**config.mk**
```make
export PLATFORM = sky130hd
export DESIGN_NAME = multicycle_divider
export DESIGN_NICKNAME = d
export VERILOG_FILES = /design/src/rtl/divider_pkg.sv /design/src/rtl/div_step.sv /design/src/rtl/multicycle_divider.sv
export SDC_FILE = /design/constraint.sdc
export NUM_CORES = 1
export LEC_CHECK = 0
export CAP_MARGIN = 10
export CELL_PAD_IN_SITES_DETAIL_PLACEMENT = 0
export CELL_PAD_IN_SITES_GLOBAL_PLACEMENT = 1
export CORE_UTILIZATION = 25
export CTS_CLUSTER_DIAMETER = 60
export DETAILED_ROUTE_END_ITERATION = 16
export GPL_TIMING_DRIVEN = 0
export HOLD_SLACK_MARGIN = 0.15
export PLACE_DENSITY = 0.57
export SLEW_MARGIN = 5
export SYNTH_ARGS = -nofsm -noshare
export SYNTH_HDL_FRONTEND = slang
export SYNTH_HIERARCHICAL = 1
export SYNTH_SLANG_ARGS = --single-unit
```
**constraint.sdc**
```tcl
create_clock -name clk -period 6.57 [get_ports clk]
set_input_delay 1.6425 -clock clk [delete_from_list [all_inputs] [get_ports clk]]
set_output_delay 1.6425 -clock clk [all_outputs]
set_load 0.05 [all_outputs]
```
**src/rtl/divider_pkg.sv**
```systemverilog
// ---------------------------------------------------------------------------
// divider_pkg
// Shared definitions for the multicycle divider:
//   state_t        FSM state encoding (IDLE, CALC, DONE)
//   cnt_width()    width of the iteration counter for given M and K
//   DBZ_QUOTIENT   all-ones pattern driven as quotient on a zero divisor;
//                  users take the low M bits
// ---------------------------------------------------------------------------
package divider_pkg;

    typedef enum logic [1:0] {
        IDLE = 2'd0,
        CALC = 2'd1,
        DONE = 2'd2
    } state_t;

    // Widest quotient the all-ones constant can cover.
    localparam int MAX_QUOTIENT_W = 64;

    localparam logic [MAX_QUOTIENT_W-1:0] DBZ_QUOTIENT = '1;

    // The counter is loaded with M/K and counts down to 1, so it must
    // represent M/K itself.
    function automatic int cnt_width(input int m, input int k);
        return $clog2(m / k + 1);
    endfunction

endpackage

```
**src/rtl/div_step.sv**
```systemverilog
// ---------------------------------------------------------------------------
// div_step
// One combinational restoring-division step.
//   rem_in   [N:0]   partial remainder entering the step
//   bit_in           next dividend bit, shifted into the remainder LSB
//   divisor  [N-1:0] divisor
//   rem_out  [N:0]   partial remainder leaving the step
//   q_bit            quotient bit resolved by this step
// ---------------------------------------------------------------------------
module div_step #(
    parameter int N = 14
) (
    input  logic [N:0]   rem_in,
    input  logic         bit_in,
    input  logic [N-1:0] divisor,
    output logic [N:0]   rem_out,
    output logic         q_bit
);

    logic [N:0] shifted;
    logic [N:0] divisor_ext;

    always_comb begin
        shifted     = {rem_in[N-1:0], bit_in};
        divisor_ext = {1'b0, divisor};
        // A set MSB on the incoming remainder means the shifted value is at
        // least 2^(N+1), which always exceeds the divisor. The subtraction
        // wraps correctly in N+1 bits because the true difference is below
        // the divisor.
        q_bit       = rem_in[N] | (shifted >= divisor_ext);
        rem_out     = q_bit ? (shifted - divisor_ext) : shifted;
    end

endmodule

```
**src/rtl/multicycle_divider.sv**
```systemverilog
// ---------------------------------------------------------------------------
// multicycle_divider
// Unsigned M/N divider resolving K quotient bits per clock.
//   clk          clock, rising edge
//   rst          synchronous active-high reset
//   in_valid     operands present
//   in_ready     operands accepted (IDLE and not in reset)
//   dividend [M] unsigned dividend
//   divisor  [N] unsigned divisor
//   out_valid    result present (registered)
//   out_ready    consumer takes result
//   quotient [M] unsigned quotient (registered)
//   remainder[N] unsigned remainder (registered)
//   div_by_zero  result came from a zero divisor (registered)
//
// Handshakes: a transfer happens on a rising edge where valid and ready are
// both high. Operands are sampled only on that edge. out_valid and the result
// stay stable until they are taken; in_ready never rises in the same cycle a
// result is taken, so operation is strictly one-at-a-time.
// ---------------------------------------------------------------------------
module multicycle_divider
    import divider_pkg::*;
#(
    parameter int M = 26,
    parameter int N = 14,
    parameter int K = 2
) (
    input  logic         clk,
    input  logic         rst,
    input  logic         in_valid,
    output logic         in_ready,
    input  logic [M-1:0] dividend,
    input  logic [N-1:0] divisor,
    output logic         out_valid,
    input  logic         out_ready,
    output logic [M-1:0] quotient,
    output logic [N-1:0] remainder,
    output logic         div_by_zero
);

    localparam int ITER = M / K;
    localparam int CW   = cnt_width(M, K);

    if ((M % K) != 0) begin : g_bad_k
        $error("multicycle_divider: M must be divisible by K");
    end

    if (M > MAX_QUOTIENT_W) begin : g_bad_m
        $error("multicycle_divider: M exceeds the all-ones quotient constant");
    end

    // ------------------------------------------------------------------
    // State and datapath registers
    // ------------------------------------------------------------------
    state_t         state;
    state_t         state_next;
    logic [CW-1:0]  cnt;
    logic [M-1:0]   dvd_sh;     // dividend, consumed from the MSB end
    logic [N-1:0]   dvs;        // divisor held for the whole operation
    logic [N:0]     prem;       // partial remainder between cycles
    logic [M-1:0]   quo_sh;     // quotient bits collected so far

    // FSM decode
    logic accept;
    logic step;
    logic last_step;
    logic result_taken;

    // Step chain
    logic [N:0]     rem_chain [K+1];
    logic [K-1:0]   q_bits;
    logic [M-1:0]   quo_next;
    logic [M-1:0]   dvd_next;

    // ------------------------------------------------------------------
    // K chained restoring steps per CALC cycle
    // ------------------------------------------------------------------
    assign rem_chain[0] = prem;

    for (genvar j = 0; j < K; j++) begin : g_step
        div_step #(
            .N(N)
        ) u_step (
            .rem_in  (rem_chain[j]),
            .bit_in  (dvd_sh[M-1-j]),
            .divisor (dvs),
            .rem_out (rem_chain[j+1]),
            .q_bit   (q_bits[K-1-j])
        );
    end

    // The first step resolves the most significant of the K new bits.
    assign quo_next = (quo_sh << K) | M'(q_bits);
    assign dvd_next = dvd_sh << K;

    // ------------------------------------------------------------------
    // FSM: state register
    // ------------------------------------------------------------------
    always_ff @(posedge clk) begin
        if (rst) begin
            state <= IDLE;
        end else begin
            state <= state_next;
        end
    end

    // ------------------------------------------------------------------
    // FSM: next state and control decode
    // ------------------------------------------------------------------
    always_comb begin
        state_next   = state;
        in_ready     = 1'b0;
        accept       = 1'b0;
        step         = 1'b0;
        last_step    = 1'b0;
        result_taken = 1'b0;
        unique case (state)
            IDLE: begin
                in_ready = !rst;
                accept   = in_valid && !rst;
                if (accept) begin
                    state_next = (divisor == '0) ? DONE : CALC;
                end
            end
            CALC: begin
                step = 1'b1;
                if (cnt == CW'(1)) begin
                    last_step  = 1'b1;
                    state_next = DONE;
                end
            end
            DONE: begin
                if (out_ready) begin
                    result_taken = 1'b1;
                    state_next   = IDLE;
                end
            end
            default: begin
                state_next = IDLE;
            end
        endcase
    end

    // ------------------------------------------------------------------
    // Operand, iteration and result registers
    // ------------------------------------------------------------------
    always_ff @(posedge clk) begin
        if (rst) begin
            out_valid   <= 1'b0;
            quotient    <= '0;
            remainder   <= '0;
            div_by_zero <= 1'b0;
            cnt         <= '0;
            dvd_sh      <= '0;
            dvs         <= '0;
            prem        <= '0;
            quo_sh      <= '0;
        end else begin
            if (accept) begin
                dvd_sh <= dividend;
                dvs    <= divisor;
                prem   <= '0;
                quo_sh <= '0;
                cnt    <= CW'(ITER);
                // A zero divisor skips CALC; the result is known at once.
                if (divisor == '0) begin
                    quotient    <= DBZ_QUOTIENT[M-1:0];
                    remainder   <= dividend[N-1:0];
                    div_by_zero <= 1'b1;
                    out_valid   <= 1'b1;
                end
            end

            if (step) begin
                dvd_sh <= dvd_next;
                prem   <= rem_chain[K];
                quo_sh <= quo_next;
                cnt    <= cnt - CW'(1);
                // The remainder is below the divisor after the last step, so
                // its top bit is always zero.
                if (last_step) begin
                    quotient    <= quo_next;
                    remainder   <= rem_chain[K][N-1:0];
                    div_by_zero <= 1'b0;
                    out_valid   <= 1'b1;
                end
            end

            if (result_taken) begin
                out_valid <= 1'b0;
            end
        end
    end

endmodule

```
==> qor.yml <==
power:
  intPower_uw: 2510
  combPwrFrac_pct: 62.1
  switching_power_uw: 2130
  pwr-share-clk_pct: 19.1
  swShare_pct: 45.9
  p_leak_uw: 0.00333
  power.share.sequential_pct: 18.8
  power_density_nw_per_um2: 531
  peakVddDrop_mv: 0.259
global_route:
  grt_usage_pct: 16.6
  grt_pass1_wl_um: 36000
  grt_pass1_vias: 6254
  antenna_found_initial: 0
  grt_max_degree: 17
  overflow: 0
timing:
  fin_hold_ws_ns: 0.456
  worst_pin_slew_ns: 0.689
  min_period_ns: 5.60
  fin_setup_tns_ns: 0
  slew_headroom_pct: 54.1
  fin_skew_ns: 0.0121
  fmax_ghz: 0.179
  final_max_slew_viol_count: 0
  hold_viol: 0
  timing.final.crit_share_pct: 85.2
  finalSetupViolCount: 0
  rsz0062_at_grt: "no"
route:
  wl_per_cell_um: 17.9
  drt_iter0_drc: 315
  drcViolationCount: 0
  vias: 6392
  vias_per_cell: 4.99
  drt_wl_total_um: 22900
  ant_nets: 0
  first_pass_iters: 5
setup_path:
  critPathArrivalTime_ns: 5.96
  rr_worst_depth: 20
  crit_top_cell: "o211ai_1"
  path_delay_family: "compound AO/OA/AOI/OAI gates"
  cp_max_fo: 10
  critPathSlowestCell: "a21oi_1"
  rrSetupSlack_ns: 0.97
  critPathKind: "reg2reg"
  cp.required_ns: 6.93
  r2r_start: "dvs[3]$_SDFFE_PP0N_"
  worstSetupEndpointType: "register"
  crit_end: "remainder[12]$_SDFF_PP0_"
  worst_setup_path_start_kind: "register"
  r2r_end: "remainder[12]$_SDFF_PP0_"
  cp_num_buf_inv: 6
  crit_cells: 20
  crit_chain: "inv_1 -> ha_1 -> clkbuf_2 -> o211ai_1 -> a21oi_1 -> o211ai_1 -> and2_1 -> buf_6 -> inv_8 -> mux2_4 -> ha_1 -> nand4_2 -> nor4_1 -> o211ai_1 -> and2_1 -> buf_6 -> o21ai_0 -> inv_1 -> a21oi_1 -> o221a_1"
  crit_start: "dvs[3]$_SDFFE_PP0N_"
  cp_slowest_stage_delay_ns: 0.50
floorplanning:
  initial_utilization_pct: 25.6
  ioPinCount: 87
  die_h_um: 168
  die_area_um2: 28300
  core_um2: 27000
  rows: 60
  dieWidth_um: 168
min_path:
  hold_path.class: "reg2reg"
logic_synthesis:
  synth.distinct_cells: 58
  synth_nets: 899
  yosysWarnings: 6
  avgSynthCellArea_um2: 8.41
  dominantRegCellSynth: "dfxtp_1"
  ys_top_cells_by_count: "dfxtp_1, a21oi_1, nand2_1, inv_1, nor2_1"
  synth_most_common_cell: "dfxtp_1"
  synthCells: 823
  synth.area.top_cells: "dfxtp_1, a21oi_1, ha_1"
  yosysSeqAreaShare_pct: 36.7
  yosys.area.top_type_share_pct: 36.7
  async_flop_share_pct: 0
  synth-edff-count: 0
  ys_ff_latch: 127
  synth_top_area_cell: "dfxtp_1"
  syn-cell-area_um2: 6920
clock_tree:
  path_clk_slew_ns: 0.07
  cts-resized-gates: 0
  clk_path_buf_depth: 2
  cts_sinks: 127
  hold_buffers: 0
  cts_buffers: 17
  cts_setup_buffers: 0
  cts_tree: "yes"
  cts_root_buffer: "clkbuf_16"
  clk_latency_ns: 0.43
  cts.htree.levels: 4
placement:
  gp_congestion: 0.856
  dp_hpwl_um: 17800
  port_buffers: 85
  placed_cells: 1249
  placed_cell_area_um2: 8200
layout:
  utilization_pct: 32.3
  final_cells: 1281
  drive_above_1_share_pct: 10.7
  nFillCells: 2928
  nNetsFinal: 1003
  fin_area_um2: 8740
  area_growth_pct: 26.3
  antenna_cells: 0
status:
  status: "finished, final reports clean"
flow_run:
  max-cap-violations: 0
[registers in the layout (all words and copies together) (netlist names)]
| register | cells |
|---|---|
| cnt | 4 |
| prem | 15 |
| remainder | 14 |
| dvd_sh | 26 |
| div_by_zero | 1 |
| quotient | 26 |
| quo_sh | 24 |
| state | 2 |
| dvs | 14 |
| out_valid | 1 |
[through the flow]
step | worst slack [ns] | total power, uW
after floorplan | 2.03 | 3020
after global placement | 1.06 | 3780
after detailed placement | 1.15 | 3760
after CTS | 1.10 | 4670
after global routing | 0.739 | 4990
final | 0.975 | 4640
[cell families after synthesis]
logic type / count (synthesis) / synth area share (%)
AO/OA/AOI/OAI: 267 / 26.9
AND/OR/NAND/NOR: 238 / 16.6
flip-flops: 127 / 36.7
buffers and inverters: 119 / 7.31
adder cells (fa/ha/maj): 32 / 6.00
multiplexers: 22 / 4.23
XOR/XNOR: 18 / 2.28
[worst min-delay path by stage]
stage | slack [ns] | to | start | cells after the start
6_report | 0.46 | dvd_sh[10]$_SDFFE_PP0P_ | dvd_sh[10]$_SDFFE_PP0P_ | 2
5_1_grt | 0.48 | dvd_sh[23]$_SDFFE_PP0P_ | dvd_sh[23]$_SDFFE_PP0P_ | 2
4_1_cts | 0.46 | dvd_sh[23]$_SDFFE_PP0P_ | dvd_sh[23]$_SDFFE_PP0P_ | 2
3_5_place_dp | 0.45 | dvd_sh[11]$_SDFFE_PP0P_ | dvd_sh[11]$_SDFFE_PP0P_ | 2
3_3_place_gp | 0.45 | dvd_sh[23]$_SDFFE_PP0P_ | dvd_sh[23]$_SDFFE_PP0P_ | 2
2_1_floorplan | 0.44 | dvd_sh[10]$_SDFFE_PP0P_ | dvd_sh[10]$_SDFFE_PP0P_ | 2
[power by group through the flow]
stage                     logic, uW  registers, uW  clock network, uW
final                          2880            870                889
after global routing           3170            877                943
after CTS                      2890            870                909
after detailed placement       2870            887                  0
after global placement         2890            887                  0
after floorplan                2120            897                  0
[layout by cell type, fill, tap and decap left out, types with 25 or more instances in the layout]
cell / synthesis / layout
a21oi_1: 82 / 82
nor2_1: 60 / 60
nand2_1: 76 / 76
o21ai_0: 30 / 30
clkdlybuf4s50_1: 0 / 85
a22oi_1: 26 / 26
ha_1: 30 / 30
a22o_1: 25 / 25
a211oi_1: 36 / 36
inv_1: 63 / 63
dfxtp_1: 127 / 127
clkbuf_1: 26 / 27
[layer usage]
layer	global-route usage, %	up-vias	routed length, um
met1	23.1	3070	11600
li1	-	3176	-
met3	2.94	23	626
met5	0	-	0
met4	4.98	0	412
met2	25.9	123	10300
[worst reg2reg max path, stage by stage (launching register included)]
cell and delay [ns]:
dfxtp_1 0.38, inv_1 0.07, ha_1 0.27, clkbuf_2 0.17
o211ai_1 0.11, a21oi_1 0.50, o211ai_1 0.36, and2_1 0.25
buf_6 0.15, inv_8 0.12, mux2_4 0.33, ha_1 0.43
nand4_2 0.21, nor4_1 0.46, o211ai_1 0.33, and2_1 0.24
buf_6 0.15, o21ai_0 0.36, inv_1 0.12, a21oi_1 0.28
o221a_1 0.23
[cell type report]
cell class	instances	area, um2	share of cell area (%)
buffer	54	246	2.82
clock buffer	18	429	4.91
clock inverter	14	110	1.26
inverter	65	259	2.96
multi-input combinational	577	3870	44.3
sequential	127	2540	29.1
tap	341	427	4.88
timing repair buffer	85	851	9.74
Note: power is estimated with default switching activity, not from simulation.
